[config.mk]
export PLATFORM = sky130hd
export DESIGN_NAME = lfsr_seg_engine
export DESIGN_NICKNAME = d
export VERILOG_FILES = /design/src/rtl/lfsr_seg_pkg.sv /design/src/rtl/lfsr_seg_engine_step_sync.sv /design/src/rtl/lfsr_seg_engine.sv
export SDC_FILE = /design/constraint.sdc
export NUM_CORES = 1
export LEC_CHECK = 0
export ABC_AREA = 1
export CORE_MARGIN = 1.5
export CORE_UTILIZATION = 45
export CTS_CLUSTER_SIZE = 30
export DETAILED_ROUTE_END_ITERATION = 16
export GPL_ROUTABILITY_DRIVEN = 0
export PLACE_DENSITY = 0.64
export SETUP_SLACK_MARGIN = 0.05
export SYNTH_ARGS = -nofsm -noshare
export SYNTH_HDL_FRONTEND = slang
export SYNTH_SLANG_ARGS = --single-unit
[constraint.sdc]
create_clock -name clk -period 2.4 [get_ports clk]
set_input_delay 0.48 -clock clk [delete_from_list [all_inputs] [get_ports clk]]
set_output_delay 0.48 -clock clk [all_outputs]
set_load 0.005 [all_outputs]
[src/rtl/lfsr_seg_pkg.sv]
// Shared constants for the LFSR segment engine: mode codes, default polynomial/seed
// and the hex-to-7-segment glyph table.
package lfsr_seg_pkg;

  localparam logic [1:0] MODE_HOLD = 2'b00;
  localparam logic [1:0] MODE_RUN  = 2'b01;
  localparam logic [1:0] MODE_STEP = 2'b10;
  localparam logic [1:0] MODE_LOAD = 2'b11;

  localparam logic [15:0] DEFAULT_TAPS = 16'hB400;
  localparam logic [15:0] DEFAULT_SEED = 16'hACE1;

  // Active-high gfedcba glyphs for 0-9, A, b, C, d, E, F
  function automatic logic [6:0] hex_to_seg7(input logic [3:0] nibble);
    logic [6:0] seg;
    case (nibble)
      4'h0:    seg = 7'b0111111;
      4'h1:    seg = 7'b0000110;
      4'h2:    seg = 7'b1011011;
      4'h3:    seg = 7'b1001111;
      4'h4:    seg = 7'b1100110;
      4'h5:    seg = 7'b1101101;
      4'h6:    seg = 7'b1111101;
      4'h7:    seg = 7'b0000111;
      4'h8:    seg = 7'b1111111;
      4'h9:    seg = 7'b1101111;
      4'hA:    seg = 7'b1110111;
      4'hB:    seg = 7'b1111100;
      4'hC:    seg = 7'b0111001;
      4'hD:    seg = 7'b1011110;
      4'hE:    seg = 7'b1111001;
      default: seg = 7'b1110001;
    endcase
    return seg;
  endfunction

endpackage

[src/rtl/lfsr_seg_engine_step_sync.sv]
// Brings the asynchronous step pin into the clock domain and turns each rising
// edge into a single registered one-cycle pulse.
module lfsr_step_sync (
  input  logic clk,
  input  logic rst,
  input  logic ena,
  input  logic step_pin,
  output logic pulse
);

  logic sync_a;
  logic sync_b;
  logic level_q;

  // The synchroniser keeps sampling even while disabled so the pin level is never stale
  always_ff @(posedge clk or posedge rst) begin
    if (rst) begin
      sync_a <= 1'b0;
      sync_b <= 1'b0;
    end else begin
      sync_a <= step_pin;
      sync_b <= sync_a;
    end
  end

  always_ff @(posedge clk or posedge rst) begin
    if (rst) begin
      level_q <= 1'b0;
      pulse   <= 1'b0;
    end else if (ena) begin
      level_q <= sync_b;
      pulse   <= sync_b & ~level_q;
    end
  end

endmodule

[src/rtl/lfsr_seg_engine.sv]
// Galois LFSR pattern engine with HOLD/RUN/STEP/LOAD modes, a power-of-two
// prescaler, wrap detection against the last loaded value and a hex glyph output.
module lfsr_seg_engine
  import lfsr_seg_pkg::*;
#(
  parameter int                WIDTH = 16,
  parameter logic [WIDTH-1:0]  TAPS  = DEFAULT_TAPS[WIDTH-1:0],
  parameter logic [WIDTH-1:0]  SEED  = DEFAULT_SEED[WIDTH-1:0],
  parameter int                DIV_W = 16
) (
  input  logic             clk,
  input  logic             rst,
  input  logic             ena,
  input  logic [1:0]       mode,
  input  logic             step,
  input  logic [3:0]       div_sel,
  input  logic [WIDTH-1:0] seed_in,
  output logic [WIDTH-1:0] state,
  output logic [6:0]       segments,
  output logic             adv,
  output logic             wrap,
  output logic             zero_sub
);

  localparam logic [DIV_W-1:0] ALL_ONES = '1;

  logic [WIDTH-1:0] origin;
  logic [WIDTH-1:0] next_state;
  logic [WIDTH-1:0] load_value;
  logic [DIV_W-1:0] presc;
  logic [DIV_W-1:0] presc_top;
  logic [1:0]       mode_q;
  logic [3:0]       div_q;
  logic             step_pulse;
  logic             cfg_change;
  logic             presc_done;
  logic             do_adv;
  logic             load_zero;

  lfsr_step_sync u_step_sync (
    .clk      (clk),
    .rst      (rst),
    .ena      (ena),
    .step_pin (step),
    .pulse    (step_pulse)
  );

  // Any mode or rate change costs one settling cycle with no advance
  always_comb begin
    next_state = (state >> 1) ^ (state[0] ? TAPS : '0);
    presc_top  = ~(ALL_ONES << div_sel);
    if (int'(div_sel) > DIV_W - 1)
      presc_top = ALL_ONES >> 1;
    cfg_change = (mode != mode_q) || (div_sel != div_q);
    presc_done = (presc == presc_top);
    do_adv     = !cfg_change &&
                 (((mode == MODE_RUN) && presc_done) ||
                  ((mode == MODE_STEP) && step_pulse));
    load_zero  = (seed_in == '0);
    load_value = load_zero ? SEED : seed_in;
  end

  always_ff @(posedge clk or posedge rst) begin
    if (rst) begin
      state    <= SEED;
      origin   <= SEED;
      presc    <= '0;
      mode_q   <= MODE_HOLD;
      div_q    <= '0;
      segments <= hex_to_seg7(SEED[3:0]);
      adv      <= 1'b0;
      wrap     <= 1'b0;
      zero_sub <= 1'b0;
    end else if (!ena) begin
      adv      <= 1'b0;
      wrap     <= 1'b0;
      zero_sub <= 1'b0;
    end else begin
      mode_q   <= mode;
      div_q    <= div_sel;
      segments <= hex_to_seg7(state[3:0]);
      adv      <= 1'b0;
      wrap     <= 1'b0;
      zero_sub <= 1'b0;

      if ((mode == MODE_RUN) && !cfg_change && !presc_done)
        presc <= presc + 1'b1;
      else
        presc <= '0;

      // A zero state can only arise from an upset; recover before anything else
      if (mode == MODE_LOAD) begin
        state    <= load_value;
        origin   <= load_value;
        zero_sub <= load_zero;
      end else if (state == '0) begin
        state    <= SEED;
        zero_sub <= 1'b1;
      end else if (do_adv) begin
        state <= next_state;
        adv   <= 1'b1;
        wrap  <= (next_state == origin);
      end
    end
  end

endmodule

==> results of run 1 <==
-- worst max-delay path: cells and delay by family, from the launching register on --
| kind | cells | cell delay (ps) |
|---|---|---|
| and+or+nand+nor | 7 | 970 |
| buffers and inverters | 3 | 390 |
| DFF | 1 | 370 |
| AOI/OAI and AO/OA | 1 | 230 |
| adders and majority gates | 1 | 180 |
-- sequential cells by signal (all words and copies together), names as in the netlist, 2 cells and up --
name,flops
origin,16
presc,16
state,16
segments,7
div_q,4
mode_q,2
-- routing by layer --
layer / part of all wire, % / wire length [µm] / vias to the layer above / global-route usage (%)
met5: 0 / 0 / - / 0
met4: 2.5 / 259 / 0 / 10.4
met3: 5.0 / 528 / 17 / 4.58
met2: 48 / 5040 / 102 / 36.8
met1: 45 / 4690 / 1792 / 29.3
li1: - / - / 1841 / -
-- cell families (layout without fill, tap and decap cells) --
family	Yosys count	in the layout	synth area share, %
AND/OR/NAND/NOR	242	243	27.3
AO/OA/AOI/OAI	90	90	11.9
buffers and inverters	87	160	8.94
flip-flops	68	68	42.6
XOR/XNOR	30	30	6.50
adder cells (fa/ha/maj)	8	8	2.47
multiplexers	1	1	0.278
-- through the flow --
stage	power, mW	hold WS [ps]	utilization, %	worst slack [ps]
4_1_cts	3.86	357	57.7	143
3_5_place_dp	2.75	343	55.1	-163
6_report	3.85	354	58.3	208
3_3_place_gp	2.74	334	55.1	-130
5_1_grt	4.08	371	58.3	51.0
2_1_floorplan	2.19	331	-	192
-- cells in the final DEF (no fill, tap or decap) --
cell type	instances
ha_1	8
nor2_4	1
nand2_1	107
o2111ai_1	1
a21oi_1	28
nand3b_1	2
buf_4	24
o22ai_1	16
nor3_1	5
xnor2_1	7
nor2_1	46
clkinv_4	1
o21bai_1	1
o21ai_1	1
a31oi_1	3
inv_2	5
nand3_1	40
a211oi_1	1
buf_12	2
xor2_1	23
mux2_2	1
nand2_2	19
clkbuf_8	11
inv_1	62
dfstp_2	18
bufinv_16	2
clkdlybuf4s50_1	51
clkinvlp_4	2
dfrtp_1	50
nand2_8	4
nand4_1	7
nor2_2	2
o21ai_0	39
nor4_1	9
nor3_2	1
-- power by group through the flow --
stage	clock, mW	sequential (mW)	combinational [mW]
CTS	1.12	1.56	1.18
finish	1.10	1.56	1.18
global placement	0	1.58	1.16
detailed placement	0	1.57	1.18
floorplan	0	1.55	0.639
global route	1.17	1.59	1.32
-- worst max path at each step --
| stage | slack [ps] | end | cells after the start |
|---|---|---|---|
| floorplan | 190 | state[2]$_DFFE_PP0P_ | 13 |
| global placement | -130 | state[13]$_DFFE_PP1P_ | 15 |
| detailed placement | -160 | state[10]$_DFFE_PP1P_ | 15 |
| CTS | 140 | state[8]$_DFFE_PP0P_ | 12 |
| global route | 50 | state[8]$_DFFE_PP0P_ | 15 |
| finish | 210 | state[15]$_DFFE_PP1P_ | 12 |
-- layout make-up --
type,count,share of cell area (%)
tap,108,2.66
sequential,68,33.9
clock buffer,11,2.98
inverter,67,4.95
multi-input combinational,372,39.4
timing repair buffer,77,14.4
clock inverter,5,1.65
==> flow_metrics.env, run 1 <==
export IMPL_status="completed"
export IMPL_p_sw_share_pct=32.5
export IMPL_htree_levels=3
export IMPL_antenna_left=0
export IMPL_synth_ff_type="dfrtp_1"
export IMPL_die_w_um=97.8
export IMPL_synth_edff_count=0
export IMPL_yosys_area_top_type_share_pct=30.9
export IMPL_finalClockSkew_ps=9.26
export IMPL_crit_start="state[0]$_DFFE_PP1P_"
export IMPL_ys_types=33
export IMPL_crit_chain="inv_1 > ha_1 > inv_1 > nor2_1 > nand3_1 > nor4_1 > nand2_1 > nand2_2 > inv_1 > a21oi_1 > nand2_1 > nand2_1"
export IMPL_area_growth_pct=25.6
export IMPL_synth_async_sr_flop_share_pct=100
export IMPL_post_dp_hpwl_um=7830
export IMPL_cts_sinks=68
export IMPL_core_area_um2=8720
export IMPL_synth_seq_cells=68
export IMPL_hold_class="reg -> reg"
export IMPL_synth_fp_nets=560
export IMPL_post_drt_wl_per_cell_um=14.9
export IMPL_drc=0
export IMPL_fin_tns_setup_ps=0
export IMPL_fin_nets=629
export IMPL_hold_path_startpoint="u_step_sync.sync_a$_DFF_PP0_"
export IMPL_synth_area_um2=4050
export IMPL_antenna_found_initial=0
export IMPL_holdPathStages=0
export IMPL_p_per_area_nw_per_um2=758
export IMPL_p_int_mw=2.60
export IMPL_fin_crit_sh_pct=91.3
export IMPL_via_per_inst=5.30
export IMPL_clock_path_buffers=2
export IMPL_cts_root_buf="clkbuf_8"
export IMPL_nFillCells=801
export IMPL_maxSlewHeadroom_pct=64.7
export IMPL_fin_cells=708
export IMPL_ys_warn_count=0
export IMPL_clk_pin_slew_worst_paths_ps=80
export IMPL_io_buffers=51
export IMPL_hold_violations=0
export IMPL_r2r_cells=12
export IMPL_critPathLaunchType="flop"
export IMPL_diodes=0
export IMPL_drt_iter0_markers=166
export IMPL_drive_gt1_share_pct=15.5
export IMPL_vias=3752
export IMPL_worst_pin_slew_ps=524
export IMPL_drt_total_wl_um=10500
export IMPL_globalRouteOverflowTotal=0
export IMPL_seq_area_um2=1720
export IMPL_start_util_pct=46.4
export IMPL_grt_total_usage_pct=22.7
export IMPL_dr_pass1_iters=4
export IMPL_combinationalPowerShare_pct=30.7
export IMPL_cts_setup_buffers=0
export IMPL_multi_input_area_um2=2000
export IMPL_hold_buffers=0
export IMPL_switchingPower_mw=1.25
export IMPL_yosysMostFrequentCell="nand2_1"
export IMPL_seq_area_frac_synth_pct=42.6
export IMPL_placed_cell_area_um2=4800
export IMPL_r2r_start="state[0]$_DFFE_PP1P_"
export IMPL_rsz0062_at_grt="false"
export IMPL_synth_top_cell_by_area="dfrtp_1"
export IMPL_layout_min_cycle_time_ps=2190
export IMPL_yosys_top_cells_area="dfrtp_1 31%, dfstp_2 12%, nand2_1 10%"
export IMPL_avgSynthCellArea_um2=7.69
export IMPL_die_area_um2=9570
export IMPL_max_stage_delay_ps=370
export IMPL_worstSkewPairLatency_ps=350
export IMPL_crit_type="reg -> reg"
export IMPL_power_leakage_nw=2.32
export IMPL_required_ps=2690
export IMPL_post_place_cells=691
export IMPL_grt_pass1_vias=3652
export IMPL_grt_max_degree=35
export IMPL_ctsResizeCount=0
export IMPL_io_pin_count=52
export IMPL_die_h_um=97.8
export IMPL_cts_buffers=9
export IMPL_slew_viol_final=0
export IMPL_synthCells=526
export IMPL_synthTopCellsByCount="108 x nand2_1, 64 x inv_1, 50 x dfrtp_1"
export IMPL_fmax_mhz=456
export IMPL_critPathArrivalTime_ps=2480
export IMPL_peakVddDrop_mv=0.338
export IMPL_holdPathEnd="u_step_sync.sync_b$_DFF_PP0_"
export IMPL_cap_violations=0
export IMPL_finalSetupViolations=0
export IMPL_power_frac_clock_pct=28.7
export IMPL_r2r_end="state[15]$_DFFE_PP1P_"
export IMPL_grt_pass1_wl_um=17300
export IMPL_finish_instance_area_um2=5080
export IMPL_crit_fanout=8
export IMPL_p_seq_share_pct=40.6
export IMPL_setup_worst_path_end_class="flop"
export IMPL_std_cell_rows=34
export IMPL_rrSetupSlack_ps=210
export IMPL_cts_tree="yes"
export IMPL_critPathSlowestCell="dfstp_2"
Note: power is estimated with default switching activity, not from simulation.
==> run 2, diff against run 1 <==
Settings changed: CORE_UTILIZATION 45 to 35, PLACE_DENSITY 0.64 to 0.52, SETUP_SLACK_MARGIN 0.05 to 0.02, TNS_END_PERCENT from default to 10.
==> run 2 against run 1 <==
Effect of this change:
- die area grew 28%
- clock power grew 21%
- global-route usage shrank 3.1 points
- register-to-register slack gained 190 ps
- via count is essentially flat
- sequential share of layout area shrank 1.0 points
- largest cell class unchanged
==> flow_metrics.env, run 2 (synthesis results as in run 1) <==
export IMPL_drt_total_wl_um=11400
export IMPL_seq_area_um2=1720
export IMPL_grt_max_degree=69
export IMPL_hold_class="reg -> reg"
export IMPL_crit_type="in -> reg"
export IMPL_io_buffers=51
export IMPL_worstSkewPairLatency_ps=330
export IMPL_nFillCells=1176
export IMPL_post_place_cells=733
export IMPL_layout_setup_ws_ps=159
export IMPL_status="completed"
export IMPL_area_growth_pct=29.6
export IMPL_globalRouteOverflowTotal=0
export IMPL_io_pin_count=52
export IMPL_layout_commonest_cell="nand2_1"
export IMPL_p_sw_share_pct=30.9
export IMPL_post_dp_hpwl_um=8330
export IMPL_drc=0
export IMPL_antenna_found_initial=0
export IMPL_peakVddDrop_mv=0.409
export IMPL_maxSlewHeadroom_pct=72.9
export IMPL_fin_nets=636
export IMPL_diodes=0
export IMPL_cts_sinks=68
export IMPL_required_ps=2630
export IMPL_std_cell_rows=39
export IMPL_clock_path_buffers=2
export IMPL_switchingPower_mw=1.27
export IMPL_drive_gt1_share_pct=15.3
export IMPL_combinationalPowerShare_pct=29.2
export IMPL_cts_root_buf="clkbuf_16"
export IMPL_hold_violations=0
export IMPL_p_seq_share_pct=38.3
export IMPL_setup_worst_path_end_class="flop"
export IMPL_fin_cells=750
export IMPL_grt_total_usage_pct=19.6
export IMPL_layout_min_cycle_time_ps=2240
export IMPL_fmax_mhz=446
export IMPL_largestRegisters="origin x16, presc x16, state x16"
export IMPL_worst_pin_slew_ps=403
export IMPL_rsz0062_at_grt="false"
export IMPL_critPathArrivalTime_ps=2470
export IMPL_grtUsageMet3_pct=4.77
export IMPL_crit_chain="clkdlybuf4s50_1 > buf_4 > buf_4 > a21oi_1 > xor2_1 > nand3_1 > nor2_1 > nand3_1 > nand2_2 > nand2_8 > nor3_1"
export IMPL_p_int_mw=2.84
export IMPL_core_area_um2=11300
export IMPL_pre_cts_ws_ps=-252
export IMPL_finalSetupViolations=0
export IMPL_hold_buffers=0
export IMPL_htree_levels=3
export IMPL_p_per_area_nw_per_um2=784
export IMPL_power_frac_clock_pct=32.5
export IMPL_final_cell_mix="108 x nand2_1, 63 x inv_1, 50 x dfrtp_1"
export IMPL_critPathTopFamily="simple AND/OR/NAND/NOR gates"
export IMPL_clk_pin_slew_worst_paths_ps=60
export IMPL_slew_viol_final=0
export IMPL_via_per_inst=5.01
export IMPL_post_drt_wl_per_cell_um=15.2
export IMPL_cts_buffers=9
export IMPL_met2_usage_pct=33.5
export IMPL_dr_pass1_iters=4
export IMPL_finalClockSkew_ps=5.02
export IMPL_multi_input_area_um2=1990
export IMPL_antenna_left=0
export IMPL_vias=3755
export IMPL_max_stage_delay_ps=400
export IMPL_fin_crit_sh_pct=93.4
export IMPL_crit_fanout=20
export IMPL_start_util_pct=35.7
export IMPL_cts_setup_buffers=0
export IMPL_grt_pass1_wl_um=19100
export IMPL_power_leakage_nw=2.41
export IMPL_die_w_um=111
export IMPL_die_h_um=111
export IMPL_power_mw=4.11
export IMPL_met1_usage_pct=24.6
export IMPL_critPathSlowestCell="clkdlybuf4s50_1"
export IMPL_grt_pass1_vias=3852
export IMPL_critPathLaunchType="input port"
export IMPL_fin_tns_setup_ps=0
export IMPL_cts_tree="yes"
export IMPL_die_area_um2=12200
export IMPL_busiest_layer="met2"
export IMPL_drt_iter0_markers=261
export IMPL_final_util_pct=46.3
export IMPL_cap_violations=0
export IMPL_critPathBufInv=3
[run 2: cell types whose count changed in the layout (fill, tap and decap cells not counted), moves of 2 or more]
cell	delta
buf_4	+6
clkbuf_1	+4
clkbuf_16	+9
clkbuf_8	-9
clkdlybuf4s50_1	-2
clkinvlp_4	-2
dlymetal6s2s_1	+2
[run 2: final cells by class]
| type | instances | share of cell area (%) |
|---|---|---|
| multi-input cells | 372 | 37.9 |
| flip-flops and latches | 68 | 32.9 |
| repair buffers | 84 | 15.3 |
| clock buffers | 15 | 5.11 |
| inverters | 67 | 4.80 |
| well taps | 143 | 3.41 |
| clock inverters | 1 | 0.573 |
[run 2: path summary, 6_finish.rpt]
check / startpoint / endpoint / slack, ps / depth (start not counted)
max in group asynchronous: rst / segments[1]$_DFFE_PP1P_ / 1520 / 3
min in group asynchronous: rst / zero_sub$_DFF_PP0_ / 530 / 3
worst max register to register: state[1]$_DFFE_PP0P_ / state[5]$_DFFE_PP1P_ / 400 / 12
worst min register to register: u_step_sync.sync_a$_DFF_PP0_ / u_step_sync.sync_b$_DFF_PP0_ / 350 / 0
worst min-delay path: u_step_sync.sync_a$_DFF_PP0_ / u_step_sync.sync_b$_DFF_PP0_ / 350 / 0
worst max-delay path: div_sel[2] / wrap$_DFF_PP0_ / 160 / 11
[run 2: power by group through the flow]
| stage | sequential (mW) | clock [mW] | combinational (mW) |
|---|---|---|---|
| floorplan | 1.55 | 0 | 0.639 |
| global placement | 1.59 | 0 | 1.19 |
| detailed placement | 1.59 | 0 | 1.21 |
| CTS | 1.57 | 1.37 | 1.21 |
| global route | 1.60 | 1.42 | 1.34 |
| finish | 1.57 | 1.33 | 1.20 |
[run 2: routing by layer]
metal	share of wire, %	wire length, µm
met1	45	5170
met2	50	5680
met3	3.7	421
met4	1.1	123
met5	0	0
[run 2: worst reg2reg max path, stage by stage (launching register included)]
cell     delay, ps
dfrtp_1        380
inv_1           80
ha_1           140
inv_1           40
nor2_1         180
nand3_1        140
nor4_1         180
nand2_1         80
nand2_1        180
inv_1          200
a21oi_1        240
nand2_2         70
nand2_1         50
[run 2: per-stage QoR]
step | hold WS (ps) | area (µm²)
final | 348 | 5240
after global routing | 354 | 5240
after CTS | 352 | 5210
after detailed placement | 340 | 4910
after global placement | 337 | 4910
after floorplan | 331 | 4050
[run 2: repair_timing]
| item | CTS | global route |
|---|---|---|
| endpoints found under the hold margin | 0 | 0 |
| gates resized for setup | 0 | 4 |
| setup endpoints to repair | 0 | 17 |
==> run 3, diff against run 2 <==
Settings changed: CELL_PAD_IN_SITES_DETAIL_PLACEMENT from default to 0, CELL_PAD_IN_SITES_GLOBAL_PLACEMENT from default to 1, PLACE_DENSITY 0.52 to 0.67.
==> run 3 against run 2 <==
Effect of this change:
- fmax is 0.67% higher
- total power is 2.4% higher
- sequential power hardly changed
==> flow_metrics.env, run 3 (synthesis results as in run 1) <==
export IMPL_status="completed"
export IMPL_cts_buffers=9
export IMPL_finalClockSkew_ps=10.3
export IMPL_peakVddDrop_mv=0.484
export IMPL_grt_pass1_wl_um=19500
export IMPL_cts_sinks=68
export IMPL_worst_pin_slew_ps=498
export IMPL_placed_cell_area_um2=4930
export IMPL_hold_class="reg -> reg"
export IMPL_fin_crit_sh_pct=92.8
export IMPL_finalSetupViolations=0
export IMPL_cts_tree="yes"
export IMPL_drc=0
export IMPL_power_mw=4.21
export IMPL_antenna_left=0
export IMPL_grt_pass1_vias=3736
export IMPL_std_cell_rows=39
export IMPL_top_layer_used="met4"
export IMPL_finish_instance_area_um2=5250
export IMPL_worstSkewPairLatency_ps=340
export IMPL_power_leakage_nw=2.41
export IMPL_dr_pass1_iters=5
export IMPL_setup_worst_path_end_class="flop"
export IMPL_wl_met1_um=5760
export IMPL_ctsResizeCount=0
export IMPL_post_drt_wl_per_cell_um=15.5
export IMPL_grt_max_degree=69
export IMPL_via_per_inst=5.00
export IMPL_area_growth_pct=29.8
export IMPL_die_h_um=111
export IMPL_maxSlewHeadroom_pct=66.7
export IMPL_pre_cts_ws_ps=-214
export IMPL_fin_nets=638
export IMPL_core_area_um2=11300
export IMPL_required_ps=2680
export IMPL_rsz0062_at_grt="true"
export IMPL_fmax_mhz=449
export IMPL_die_area_um2=12200
export IMPL_drt_total_wl_um=11700
export IMPL_drive_gt1_share_pct=16.1
export IMPL_p_per_area_nw_per_um2=801
export IMPL_slew_viol_final=0
export IMPL_crit_type="in -> reg"
export IMPL_start_util_pct=35.7
export IMPL_nFillCells=1171
export IMPL_final_util_pct=46.4
export IMPL_clock_path_buffers=2
export IMPL_vias=3757
export IMPL_layout_commonest_cell="nand2_1"
export IMPL_layout_min_cycle_time_ps=2230
export IMPL_grt_total_usage_pct=20.2
export IMPL_multi_input_area_um2=1960
export IMPL_wl_met3_um=433
export IMPL_diodes=0
export IMPL_clk_pin_slew_worst_paths_ps=60
export IMPL_antenna_found_initial=0
export IMPL_cts_setup_buffers=0
export IMPL_seq_area_um2=1720
export IMPL_crit_fanout=19
export IMPL_critPathArrivalTime_ps=2510
export IMPL_cts_root_buf="clkbuf_16"
export IMPL_critPathLaunchType="input port"
export IMPL_cap_violations=0
export IMPL_layout_setup_ws_ps=174
export IMPL_drt_iter0_markers=275
export IMPL_io_pin_count=52
export IMPL_io_buffers=51
export IMPL_htree_levels=3
export IMPL_largestRegisters="origin x16, presc x16, state x16"
export IMPL_die_w_um=111
export IMPL_globalRouteOverflowTotal=0
export IMPL_hold_violations=0
export IMPL_post_dp_hpwl_um=8550
export IMPL_wl_met2_um=5200
export IMPL_hold_buffers=0
export IMPL_final_cell_mix="108 x nand2_1, 63 x inv_1, 51 x clkdlybuf4s50_1"
==> run 3: report_power, final <==
group	switching (mW)	internal, mW	total (mW)
logic	0.611	0.583	1.19
registers	0.177	1.39	1.57
clock network	0.534	0.912	1.45
==> run 3: cell type report <==
| cell class | count | share of cell area, % |
|---|---|---|
| multi-input combinational | 371 | 37.3 |
| sequential | 68 | 32.8 |
| timing repair buffer | 87 | 15.6 |
| inverter | 67 | 4.79 |
| clock buffer | 10 | 4.36 |
| tap | 143 | 3.41 |
| clock inverter | 6 | 1.69 |
==> run 3: per-layer routing <==
layer  vias to the layer above  GRT usage, %
li1                       1862             -
met1                      1793          28.8
met2                        83          29.8
met3                        19          3.57
met4                         0          9.32
met5                         -             0
==> run 3: stage by stage <==
step / hold slack [ps] / TNS [ps] / cells
6_report: 361 / 0 / 752
3_5_place_dp: 349 / -3690 / 736
3_3_place_gp: 344 / -2410 / 736
5_1_grt: 364 / -32.6 / 752
4_1_cts: 362 / 0 / 752
2_1_floorplan: 331 / 0 / 526
==> run 3: worst paths after layout <==
check	to	slack, ps	from	depth (start not counted)
hold reg to reg	u_step_sync.sync_b$_DFF_PP0_	360	u_step_sync.sync_a$_DFF_PP0_	0
min in group asynchronous	origin[8]$_DFFE_PP0P_	500	rst	3
hold / removal	u_step_sync.sync_b$_DFF_PP0_	360	u_step_sync.sync_a$_DFF_PP0_	0
setup / recovery	state[12]$_DFFE_PP0P_	170	div_sel[3]	15
max in group asynchronous	origin[10]$_DFFE_PP1P_	1500	rst	3
setup reg to reg	state[6]$_DFFE_PP1P_	290	state[1]$_DFFE_PP0P_	12
==> run 3: critical path, stage by stage <==
cell	delay (ps)
clkdlybuf4s50_1	470
buf_12	180
nor2_4	150
nand2_1	70
nand2_1	60
nand2_1	50
nor2_1	90
nand3_1	90
nor2_1	150
nand3_1	100
nand2_2	90
nand2_4	170
nand2_8	200
nand2_1	80
nand2_1	60
==> variant 1, RTL diff (config.mk and constraints of run 2) <==
`WIDTH`: 16 -> 14.
--- a/src/rtl/lfsr_seg_engine.sv
+++ b/src/rtl/lfsr_seg_engine.sv
@@ -5,3 +5,3 @@
 #(
-  parameter int                WIDTH = 16,
+  parameter int                WIDTH = 14,
   parameter logic [WIDTH-1:0]  TAPS  = DEFAULT_TAPS[WIDTH-1:0],
Interface: changed (resized seed_in and state); port bits go from 52 to 48. No check against the original RTL was run, so the function may have changed too.
==> variant 1 against run 2 <==
  * Synthesized area fell by 7.3%
  * Design area down 9.8%
  * Count of clock-buffer cells in the layout fell by 3
  * Routed wire length fell by 10%
  * Sequential power increased by 3%
  * Worst hold slack better by 0.0014 ns
  * First-iteration DRC count decreased by 33%
  * Worst setup slack gained 0.11 ns
  * Power fell by 2.3%
  * Sequential share of layout area increased by 1.4 points
  * Sequential cell count shrank 4
  * Maximum frequency up 5.1%
  * Largest power group unchanged
==> variant 1: results (changes against run 2) <==
| Metric | Value |
|---|---|
| Synth Area in Compound Gates | 12.41% (+0.47 points) |
| Clk_lat worst skew | 0.35 ns (+0.02 ns) |
| Global-route wire length before repair | 17.11 mm (-10%) |
| Drt pass-1 iters | 5 (+1) |
| Avg Vias per Cell | 5.020 (+0.27%) |
| Syn Nets | 527 (-5.9%) |
| Area share of xor/xnor cells in the synthesized design | 7.007% (+0.51 points) |
| Iteration-0 DRC Markers | 175 (-33%) |
| Setup Skew | 0.01317 ns (+0.008149 ns) |
| Vias in the first global route | 3517 (-8.7%) |
| GR Util met2 | 32.30% (-1.2 points) |
| Outcome | complete, no violations |
| Gr usage total | 19.26% (-0.31 points) |
| Worst path top cell family by delay | flip-flops |
| Multiplexer share of the synthesized area | 0.6006% (+0.32 points) |
| PortBufs | 47 (-7.8%) |
| Post-Synth Adder-Cell Area | 2.669% (+0.19 points) |
| Root Driver | clkbuf_8 |
| Placed insts | 684 (-6.7%) |
| M1 GR Usage | 23.98% (-0.65 points) |
| Crit path DAT | 2.42 ns (-0.05 ns) |
| Worst VDD drop | 0.0003355 V (-18%) |
| Biggest regs | presc (16), origin (14), state (14) |
| Post-layout nets | 591 (-7.1%) |
| CP startpoint kind | register |
| HPWL after DPL | 7.470 mm (-10%) |
-- variant 1: layer usage --
metal	up-vias	wire (microns)
met4	0	236
met1	1684	4652
li1	1725	-
met2	80	4935
met3	20	393
met5	-	0
-- variant 1: area by class of cell --
cell class	instances	area, sq um
clock buffers	12	155.1
clock inverters	3	42.54
fillers	1062	5643
inverters	57	214.0
multi-input cells	355	1821
flip-flops and latches	64	1622
well taps	136	170.2
repair buffers	72	703.2
-- variant 1: per-stage QoR --
step	worst slack [ns]	area, sq um	setup TNS, ns	total power [mW]
2_1_floorplan	0.1940	3750	0	2.360
3_3_place_gp	-0.06131	4517	-0.5234	3.062
3_5_place_dp	-0.2018	4517	-3.406	3.068
4_1_cts	0.1681	4715	0	4.058
5_1_grt	0.02947	4727	0	4.286
6_report	0.2683	4727	0	4.011
-- variant 1: where the power goes --
group,internal (mW),switching (mW),leakage (nW)
clock network,0.530,0.436,0.0985
logic,0.709,0.725,1.28
registers,1.37,0.246,0.786
total,2.60,1.41,2.16
==> variant 2, RTL diff (settings of run 2) <==
Without the edit above. Put one more register stage on the output `state`, cleared by the reset. The value now appears one clock later. The other outputs are not delayed to match.
--- a/src/rtl/lfsr_seg_engine.sv
+++ b/src/rtl/lfsr_seg_engine.sv
@@ -26,2 +26,4 @@
 
+  logic [WIDTH-1:0] state_s0;
+
   logic [WIDTH-1:0] origin;
@@ -49,3 +51,3 @@
   always_comb begin
-    next_state = (state >> 1) ^ (state[0] ? TAPS : '0);
+    next_state = (state_s0 >> 1) ^ (state_s0[0] ? TAPS : '0);
     presc_top  = ~(ALL_ONES << div_sel);
@@ -64,3 +66,3 @@
     if (rst) begin
-      state    <= SEED;
+      state_s0 <= SEED;
       origin   <= SEED;
@@ -80,3 +82,3 @@
       div_q    <= div_sel;
-      segments <= hex_to_seg7(state[3:0]);
+      segments <= hex_to_seg7(state_s0[3:0]);
       adv      <= 1'b0;
@@ -92,10 +94,10 @@
       if (mode == MODE_LOAD) begin
-        state    <= load_value;
+        state_s0 <= load_value;
         origin   <= load_value;
         zero_sub <= load_zero;
-      end else if (state == '0) begin
-        state    <= SEED;
+      end else if (state_s0 == '0) begin
+        state_s0 <= SEED;
         zero_sub <= 1'b1;
       end else if (do_adv) begin
-        state <= next_state;
+        state_s0 <= next_state;
         adv   <= 1'b1;
@@ -106,2 +108,10 @@
 
+  always_ff @(posedge clk or posedge rst) begin
+    if (rst) begin
+      state <= '0;
+    end else begin
+      state <= state_s0;
+    end
+  end
+
 endmodule
Function: changed (a bounded check fails within 4 cycles, from zero or initial values and one cycle with rst high).
==> variant 2 against run 2 <==
  * Power rose by 22%
  * Worst setup slack improved by 0.10 ns
  * Sequential cell count rose by 16
  * Routed wire length fell by 2.1%
  * Synthesized area rose by 8.9%
  * Clock skew rose by 0.0038 ns
  * Design area rose by 7.0%
  * Maximum frequency rose by 4.7%
  * Largest cell class is now flip-flops and latches
  * Highest routed layer unchanged
==> variant 2: results (changes against run 2) <==
| Metric | Value |
|---|---|
| Seq pwr share | 41.2% (+2.9 points) |
| Slew HR | 58.41% (-14 points) |
| Crit path from | div_sel[0] |
| Peak Freq | 467.1 MHz (+4.7%) |
| Post-synthesis cell type count | 32 (-3.0%) |
| Logic gate share of total power | 28.8% (-0.4 points) |
| Reg2Reg Depth | 10 (-2) |
| Global-route wire length before repair | 18.50 mm (-2.9%) |
| Synth top cells by count | nand2_1 (152), nor2_1 (67), dfrtp_1 (66) |
| Setup Skew | 0.008831 ns (+0.003809 ns) |
| Met3 usage | 4.164% (-0.61 points) |
| Detailed-route wire length per cell | 13.93 microns (-8.2%) |
| Placed insts | 784 (+7.0%) |
| Fin Hold WS | 0.3490 ns (+0.001398 ns) |
| Area post-placement | 5281 sq um (+7.6%) |
| Leakage | 2.597 nW (+7.8%) |
| Switching Share | 30.41% (-0.52 points) |
| Max FO, Critical Path | 8 (-60%) |
| Met3 WL | 518 microns (+23%) |
| CP max stage delay | 0.54 ns (+0.14 ns) |
| Mapped Avg Cell Area | 7.940 sq um (+3.2%) |
| Seq/Total Area, Yosys | 48.21% (+5.6 points) |
| Iteration-0 DRC Markers | 260 (-0.38%) |
| Final Non-Filler Cells | 800 (+6.7%) |
| Worst path top cell family by delay | buffers and inverters |
| PwrDens | 895.9 nW/um^2 (+14%) |
| Top cells by area, synth | dfrtp_1 (37%), nand2_1 (13%), dfstp_2 (11%) |
| Outcome | complete, no violations |
| FF-to-FF Start | state_s0[1]$_DFFE_PP0P_ |
| Vias in the first global route | 3765 (-2.3%) |
| GR Util met2 | 29.68% (-3.8 points) |
| Avg Vias per Cell | 4.786 (-4.4%) |
| M1 GR Usage | 23.60% (-1.0 points) |
| Gr usage total | 18.19% (-1.4 points) |
| HPWL after DPL | 8.220 mm (-1.3%) |
| Pin count of the biggest net entering global routing | 52 (-25%) |
variant 2: changes by cell type after synthesis, sizes merged, moves of 5 or more:
cell   before  now
a21oi      28   15
nor2       49   72
o22ai      16    0
dfrtp      50   66
inv        67   51
xnor2       7   13
nand2     129  157
xor2       23   16
nand3      40   48
o21ai      40   35
variant 2: cells by family (layout without fill, tap and decap cells):
| family | count (synthesis) | after routing | synth area share [%] |
|---|---|---|---|
| AND/OR/NAND/NOR | 304 | 304 | 29.61 |
| XOR/XNOR | 29 | 29 | 5.764 |
| buffers and inverters | 71 | 148 | 6.899 |
| adder cells (fa/ha/maj) | 8 | 8 | 2.272 |
| flip-flops | 84 | 84 | 48.21 |
| AO/OA/AOI/OAI | 59 | 59 | 7.240 |
variant 2: cell type report:
type / instances / area [sq um]
Sequential cell: 84 / 2125
Clock buffer: 10 / 239.0
Clock inverter: 6 / 87.58
Tap cell: 168 / 210.2
Inverter: 51 / 195.2
Timing Repair Buffer: 81 / 775.7
Fill cell: 1249 / 6551
Multi-Input combinational cell: 400 / 1978
